[src/rtl/pwm_multi_gen.sv]
// Multi-channel PWM generator.
// A prescaler produces a count tick every CLK_DIV clocks. A period counter
// runs in edge-aligned (saw) or center-aligned (triangle) mode. Duty writes
// land in shadow registers and only take effect at a period start, so an
// output never sees a torn period.
// Optional build macro PWM_RAMP_EN: when defined, each period start moves the
// active duty at most one LSB toward the shadow value. In that case the
// pending flag stays set until every channel has reached its shadow value.
`timescale 1ns/1ps

module pwm_multi_gen #(
  parameter int CH      = 4,
  parameter int DW      = 12,
  parameter int CLK_DIV = 20,
  parameter int PERIOD  = 100
) (
  input  logic             clk,
  input  logic             rstn,
  input  logic             en,
  input  logic             center,
  input  logic [CH*DW-1:0] duty,
  input  logic             duty_wr,
  output logic             upd_pend,
  output logic             period_start,
  output logic [CH-1:0]    pwm
);

  localparam int            PW        = (CLK_DIV > 1) ? $clog2(CLK_DIV) : 1;
  localparam logic [PW-1:0] PRESC_MAX = PW'(CLK_DIV - 1);
  localparam logic [DW-1:0] CNT_MAX   = DW'(PERIOD - 1);
  localparam logic [DW-1:0] CNT_ZERO  = {DW{1'b0}};

  logic [PW-1:0]    presc_q, presc_d;
  logic [DW-1:0]    cnt_q, cnt_d;
  logic             dir_q, dir_d;      // 1 = counting down (center mode only)
  logic             mode_q, mode_d;    // latched alignment, 1 = center
  logic [CH*DW-1:0] shadow_q, shadow_d;
  logic [CH*DW-1:0] active_q, active_d;
  logic             pend_q, pend_d;
  logic             ps_q, ps_d;
  logic [CH-1:0]    pwm_q, pwm_d;

  logic [DW-1:0]    step_cnt_s;
  logic             step_dn_s;
  logic             tick_s;
  logic             wrap_s;

`ifdef PWM_RAMP_EN
  // Move every channel one LSB toward its target; channels already there stay put.
  function automatic logic [CH*DW-1:0] ramp_step(input logic [CH*DW-1:0] act,
                                                  input logic [CH*DW-1:0] shd);
    logic [CH*DW-1:0] r;
    r = act;
    for (int i = 0; i < CH; i++) begin
      if (act[i*DW +: DW] < shd[i*DW +: DW]) begin
        r[i*DW +: DW] = act[i*DW +: DW] + DW'(1);
      end else if (act[i*DW +: DW] > shd[i*DW +: DW]) begin
        r[i*DW +: DW] = act[i*DW +: DW] - DW'(1);
      end else begin
        r[i*DW +: DW] = act[i*DW +: DW];
      end
    end
    return r;
  endfunction
`endif

  // Counter value and direction that the next tick would produce.
  always_comb begin
    step_cnt_s = CNT_ZERO;
    step_dn_s  = 1'b0;
    if (mode_q) begin
      if (dir_q && (cnt_q != CNT_ZERO)) begin
        step_cnt_s = cnt_q - DW'(1);
        step_dn_s  = (step_cnt_s != CNT_ZERO);
      end else if (cnt_q >= CNT_MAX) begin
        // Turn around at the top without repeating the endpoint.
        step_cnt_s = CNT_MAX - DW'(1);
        step_dn_s  = (step_cnt_s != CNT_ZERO);
      end else begin
        step_cnt_s = cnt_q + DW'(1);
        step_dn_s  = 1'b0;
      end
    end else begin
      if (cnt_q >= CNT_MAX) begin
        step_cnt_s = CNT_ZERO;
      end else begin
        step_cnt_s = cnt_q + DW'(1);
      end
      step_dn_s = 1'b0;
    end
  end

  // Prescaler and period counter; both freeze while en is low.
  always_comb begin
    presc_d = presc_q;
    cnt_d   = cnt_q;
    dir_d   = dir_q;
    tick_s  = 1'b0;
    if (en && (presc_q == PRESC_MAX)) begin
      tick_s  = 1'b1;
      presc_d = PW'(0);
      cnt_d   = step_cnt_s;
      dir_d   = step_dn_s;
    end else if (en) begin
      presc_d = presc_q + PW'(1);
    end else begin
      presc_d = presc_q;
    end
  end

  assign wrap_s = tick_s && (step_cnt_s == CNT_ZERO);

  // Shadow capture and the period-start hand-over into the active set.
  // The active set takes the shadow value from before this cycle's write, so
  // a write on the wrap tick is held over to the next period start.
  always_comb begin
    shadow_d = shadow_q;
    active_d = active_q;
    mode_d   = mode_q;
    pend_d   = pend_q;
    ps_d     = wrap_s;
    if (wrap_s) begin
`ifdef PWM_RAMP_EN
      active_d = ramp_step(active_q, shadow_q);
`else
      active_d = shadow_q;
`endif
      mode_d = center;
      pend_d = (active_d != shadow_q);
    end else begin
      mode_d = mode_q;
    end
    if (duty_wr) begin
      shadow_d = duty;
      pend_d   = 1'b1;
    end else begin
      shadow_d = shadow_q;
    end
  end

  // Per-channel compare; duty >= PERIOD is always above the counter.
  always_comb begin
    pwm_d = {CH{1'b0}};
    for (int i = 0; i < CH; i++) begin
      pwm_d[i] = (active_q[i*DW +: DW] > cnt_q);
    end
  end

  // State registers with asynchronous active-low reset.
  always_ff @(posedge clk or negedge rstn) begin
    if (!rstn) begin
      presc_q  <= PW'(0);
      cnt_q    <= CNT_ZERO;
      dir_q    <= 1'b0;
      mode_q   <= 1'b0;
      shadow_q <= {(CH*DW){1'b0}};
      active_q <= {(CH*DW){1'b0}};
      pend_q   <= 1'b0;
      ps_q     <= 1'b0;
      pwm_q    <= {CH{1'b0}};
    end else begin
      presc_q  <= presc_d;
      cnt_q    <= cnt_d;
      dir_q    <= dir_d;
      mode_q   <= mode_d;
      shadow_q <= shadow_d;
      active_q <= active_d;
      pend_q   <= pend_d;
      ps_q     <= ps_d;
      pwm_q    <= pwm_d;
    end
  end

  assign upd_pend     = pend_q;
  assign period_start = ps_q;
  assign pwm          = pwm_q;

endmodule

[config.mk]
export PLATFORM = sky130hd
export DESIGN_NAME = pwm_multi_gen
export DESIGN_NICKNAME = d
export VERILOG_FILES = /design/src/rtl/pwm_multi_gen.sv
export SDC_FILE = /design/constraint.sdc
export NUM_CORES = 1
export LEC_CHECK = 0
export CAP_MARGIN = 20
export CORE_MARGIN = 2
export CORE_UTILIZATION = 50
export DETAILED_ROUTE_END_ITERATION = 10
export PLACE_DENSITY_LB_ADDON = 0.08
export SYNTH_ARGS = -nofsm -noshare
export SYNTH_HDL_FRONTEND = slang
export SYNTH_SLANG_ARGS = --single-unit
[constraint.sdc]
create_clock -name clk -period 5.5 [get_ports clk]
set_clock_uncertainty 0.2 [all_clocks]
set_input_delay 0.825 -clock clk [delete_from_list [all_inputs] [get_ports clk]]
set_output_delay 0.825 -clock clk [all_outputs]
set_load 0.005 [all_outputs]
After elaboration in Yosys (flattened, before gate mapping) --
Cells that the tools add are included.
Operators by class: eq/ne operators 1, $add $sub $neg 3, muxes and demuxes 12, order comparisons 5, reduce and logical (&&, ||, !) cells 8
Operators by type and width (number):
- > comparator 12 bit | 4
- two-way mux 12 bit | 4
- nonzero test 12 bit | 2
- adder 12 x 1 -> 12 bit (second input constant) | 1
- greater-or-equal comparator 12 x 7 -> 1 bit (second input constant) | 1
- logical NOT 12 bit | 1
- subtractor 12 x 1 -> 12 bit (second input constant) | 1
- two-way mux 5 bit | 2
- two-way mux 1 bit | 6
- adder 5 x 1 -> 5 bit (second input constant) | 1
- == test 5 bit (second input constant) | 1
- nonzero test 2 bit | 2
- logical AND 1 bit | 3
Storage, ports and cells: logic and storage cells 38, bits of input ports 53, bits in registers 121

Depth between registers and ports, before layout --
depth after elaboration 8, depth in mapped cells 12, gate-level depth less buffers 9

Worst setup path before layout --
Ideal clock, no wire load.
path type register to register, start point reg cnt_q[0], end point reg active_q[0], slack 2084 ps, cell stages (with the launch flop) 10, period minus slack after synthesis 3416 ps, path buffers 1, data required time 5175 ps, arrival time 3091 ps, library setup time 125 ps, path through dfrtp_1 -> ha_1 -> or4_4 -> a311o_2 -> a211oi_2 -> o221ai_1 -> nor4_2 -> nand4_4 -> buf_6 -> mux2_4
Between the ends: longest elaborated chain between the ends 6
Ends and longest elaborated chain:
- start, declared | RTL line 34 | logic [DW-1:0] cnt_q, cnt_d;
- start signal, assigned | RTL line 163 | cnt_q <= cnt_d;
- adder 12 x 1 -> 12 bit (tied with other cells) | RTL line 80, 87
- two-way mux 12 bit or logical AND 1 bit (tied branches) | RTL line 75, 72
- two-way mux 12 bit | RTL line 72 | if (dir_q && (cnt_q != CNT_ZERO)) begin
- two-way mux 12 bit (*) | RTL line 71 | if (mode_q) begin
- logical NOT 12 bit (*) | RTL line 111 | assign wrap_s = tick_s && (step_cnt_s == CNT_ZERO);
- logical AND 1 bit (*) | RTL line 111
- end signal, assigned | RTL line 157 | active_q <= {(CH*DW){1'b0}};
- end signal, assigned | RTL line 167 | active_q <= active_d;
- end, declared | RTL line 38 | logic [CH*DW-1:0] active_q, active_d;
Every way passes the cells marked *; elsewhere a longest branch is shown, timed or not. A chain may end at the register's enable or synchronous reset.

Final worst setup path --
start point reg cnt_q[0], end point reg active_q[17]
The elaborated chain is that of the path after synthesis.

==> results.ini <==
[clock_tree]
cts_made_buffers = 17
clk_latency_ns = 0.42
cts.sinks = 121
post_cts_buffers = 0
cts_hold_buf = 0
cts_resized = 0
cts_max_level = 4
cts_tree = yes
clk_path_buf_depth = 2
path_clk_slew_ns = 0.06
cts_root_buffer = clkbuf_16

[synth]
synth_commonest_cells = dfrtp_1 (121), ha_1 (53), mux2_2 (51)
ys_types = 53
ys_top_cells_by_area = dfrtp_1 (47%), mux2_4 (11%), ha_1 (10%), mux2_2 (9.0%), o21ai_0 (2.0%)
syn-num-nets = 612
synth_seq_area_share_pct = 47.5
syn_avg_cell_area_um2 = 12.6
syn_inst = 506
synth_top_area_share_pct = 47.5
synth_edf_count = 0
synth_top_area_cell = dfrtp_1
synth_warnings = 0
synthArstFlopShare_pct = 100
yosys_most_used_dff = dfrtp_1
synth.most_common_cell = dfrtp_1
ys_ff_latch = 121
netlist_area_mm2 = 0.00638

[grt]
grtUsageMet3_pct = 5.87
grtUsageMet1_pct = 27.9
grt_max_degree = 75
antenna_found_initial = 0
grt_pass1_wl_um = 21900
grtUsageMet2_pct = 34.4
grt_use_total_pct = 21.7
top_usage_layer = met2
grt_pass1_vias = 4269
grt_overflow = 0

[die]
rows = 41
die_h_um = 117
initial_core_util_pct = 50.9
io_pins = 59
die_x_um = 117
coreArea_mm2 = 0.0125
dieArea_mm2 = 0.0137

[timing]
slew_headroom_pct = 37.2
rsz0062_at_grt = no
max_freq_ghz = 0.240
drv_slew = 0
period_minus_slack_ns = 4.17
hold_viol = 0
tightest_slew_ns = 0.942
final-setup-viol-count = 0
tns_ns = 0
finalCritPeriodShare_pct = 75.8

[setup_path]
slowest_stage = dfrtp_1
max_stage_delay_ns = 0.58
critPathLaunch = cnt_q[0]
worstReg2RegEnd = active_q[17]
required_ns = 5.60
end_kind = flop
crit_chain = ha_1 -> or4_4 -> a311o_2 -> a211oi_2 -> o221ai_1 -> nor4_2 -> nand4_4 -> buf_12 -> mux2_4
critPathArrivalTime_ns = 4.27
path_depth = 9
critPathTopFamily = simple AND/OR/NAND/NOR gates
start_kind = flop
r2r_setup_slack_ns = 1.33
crit_type = reg -> reg
crit_end = active_q[17]
r2r_start = cnt_q[0]
crit_buf_inv = 1
rr_worst_depth = 9
cp_max_fo = 26

[run_status]
status = finished, final reports clean

[place]
port_buffers = 58
place.gp.congestion = 0.983
dp_hpwl_um = 9280

[drt]
ant_nets = 0
drc = 0
wl_per_cell_um = 18.4
drtIter0Drc = 199
via_count = 4220
viasPerCell = 5.62
drtPass1Iterations = 4
finalWirelength_um = 13800

[pwr]
peakVddDrop_uv = 210
power_density_mw_per_mm2 = 327
power_leakage_nw = 3.68
finalPower_mw = 2.51

[cells_and_area]
antennaDiodeCount = 0
syn_to_final_growth_pct = 20.4
drive_gt1_share_pct = 24.9
nets = 673

[min_path]
holdCritPathClass = reg -> reg

[job]
cap_violations = 0

## state kept, by name, indices dropped and copies added (netlist names), 4 cells and up
register and cells:
active_q 48, shadow_q 48, cnt_q 12, presc_q 5, pwm 4
## power by group
group,internal (mW),switching (mW)
Clock,0.676,0.400
Combinational,0.199,0.214
Sequential,0.955,0.0675
## kinds of logic after synthesis
logic type                 count (synthesis)  share of synthesized area [%]
DFF                                      121                           47.5
muxes                                    100                           20.5
and+or+nand+nor                           98                           8.55
AOI/OAI and AO/OA                         91                           9.61
adders and majority gates                 53                           10.4
buffers and inverters                     40                           3.08
xor gates and xnor gates                   3                          0.412
## final cells by class
class	count	area [µm²]
Fill cell	1044	4840
Clock buffer	21	450
Clock inverter	10	121
Sequential cell	121	3030
Inverter	18	67.6
Tap cell	172	215
Timing Repair Buffer	64	643
Multi-Input combinational cell	345	3150
## cell usage in the layout (no fill, tap or decap), drive strengths merged, types with 5 or more instances in the layout
cell type	instances
a21o	17
nor2b	7
o31ai	6
nor3	15
o21ai	26
clkdlybuf4s50	56
mux2	99
nand4	17
nor2	16
buf	8
or4	5
ha	53
inv	19
nand2	19
clkbuf	21
dfrtp	121
a21oi	12
## stage by stage
stage                     cells  hold slack [ns]  setup WS [ns]  instance area [µm²]  utilization, %
final                       751            0.284           1.33                 7680            61.3
after global placement      719            0.280           1.40                 7090            56.6
after global routing        751            0.316           1.15                 7680            61.3
after floorplan             506            0.270           2.08                 6380               -
after detailed placement    719            0.270           1.34                 7090            56.6
after CTS                   750            0.283           1.32                 7660            61.2
## per-layer routing
layer | vias to the layer above | wire [µm] | share of wire (%)
met4 | 0 | 374 | 2.7
met3 | 24 | 701 | 5.1
met5 | - | 0 | 0
met1 | 2062 | 6200 | 45
met2 | 119 | 6560 | 47
li1 | 2015 | - | -
## how the worst min path moves through the flow
stage | from | endpoint | slack (ns) | cells past startpoint
6_report | upd_pend | upd_pend | 0.28 | 1
5_1_grt | upd_pend | upd_pend | 0.32 | 1
4_1_cts | upd_pend | upd_pend | 0.28 | 1
3_5_place_dp | upd_pend | upd_pend | 0.27 | 1
3_3_place_gp | upd_pend | upd_pend | 0.28 | 1
2_1_floorplan | dir_q | dir_q | 0.27 | 2
No activity file was read; power rests on OpenSTA's default activity.
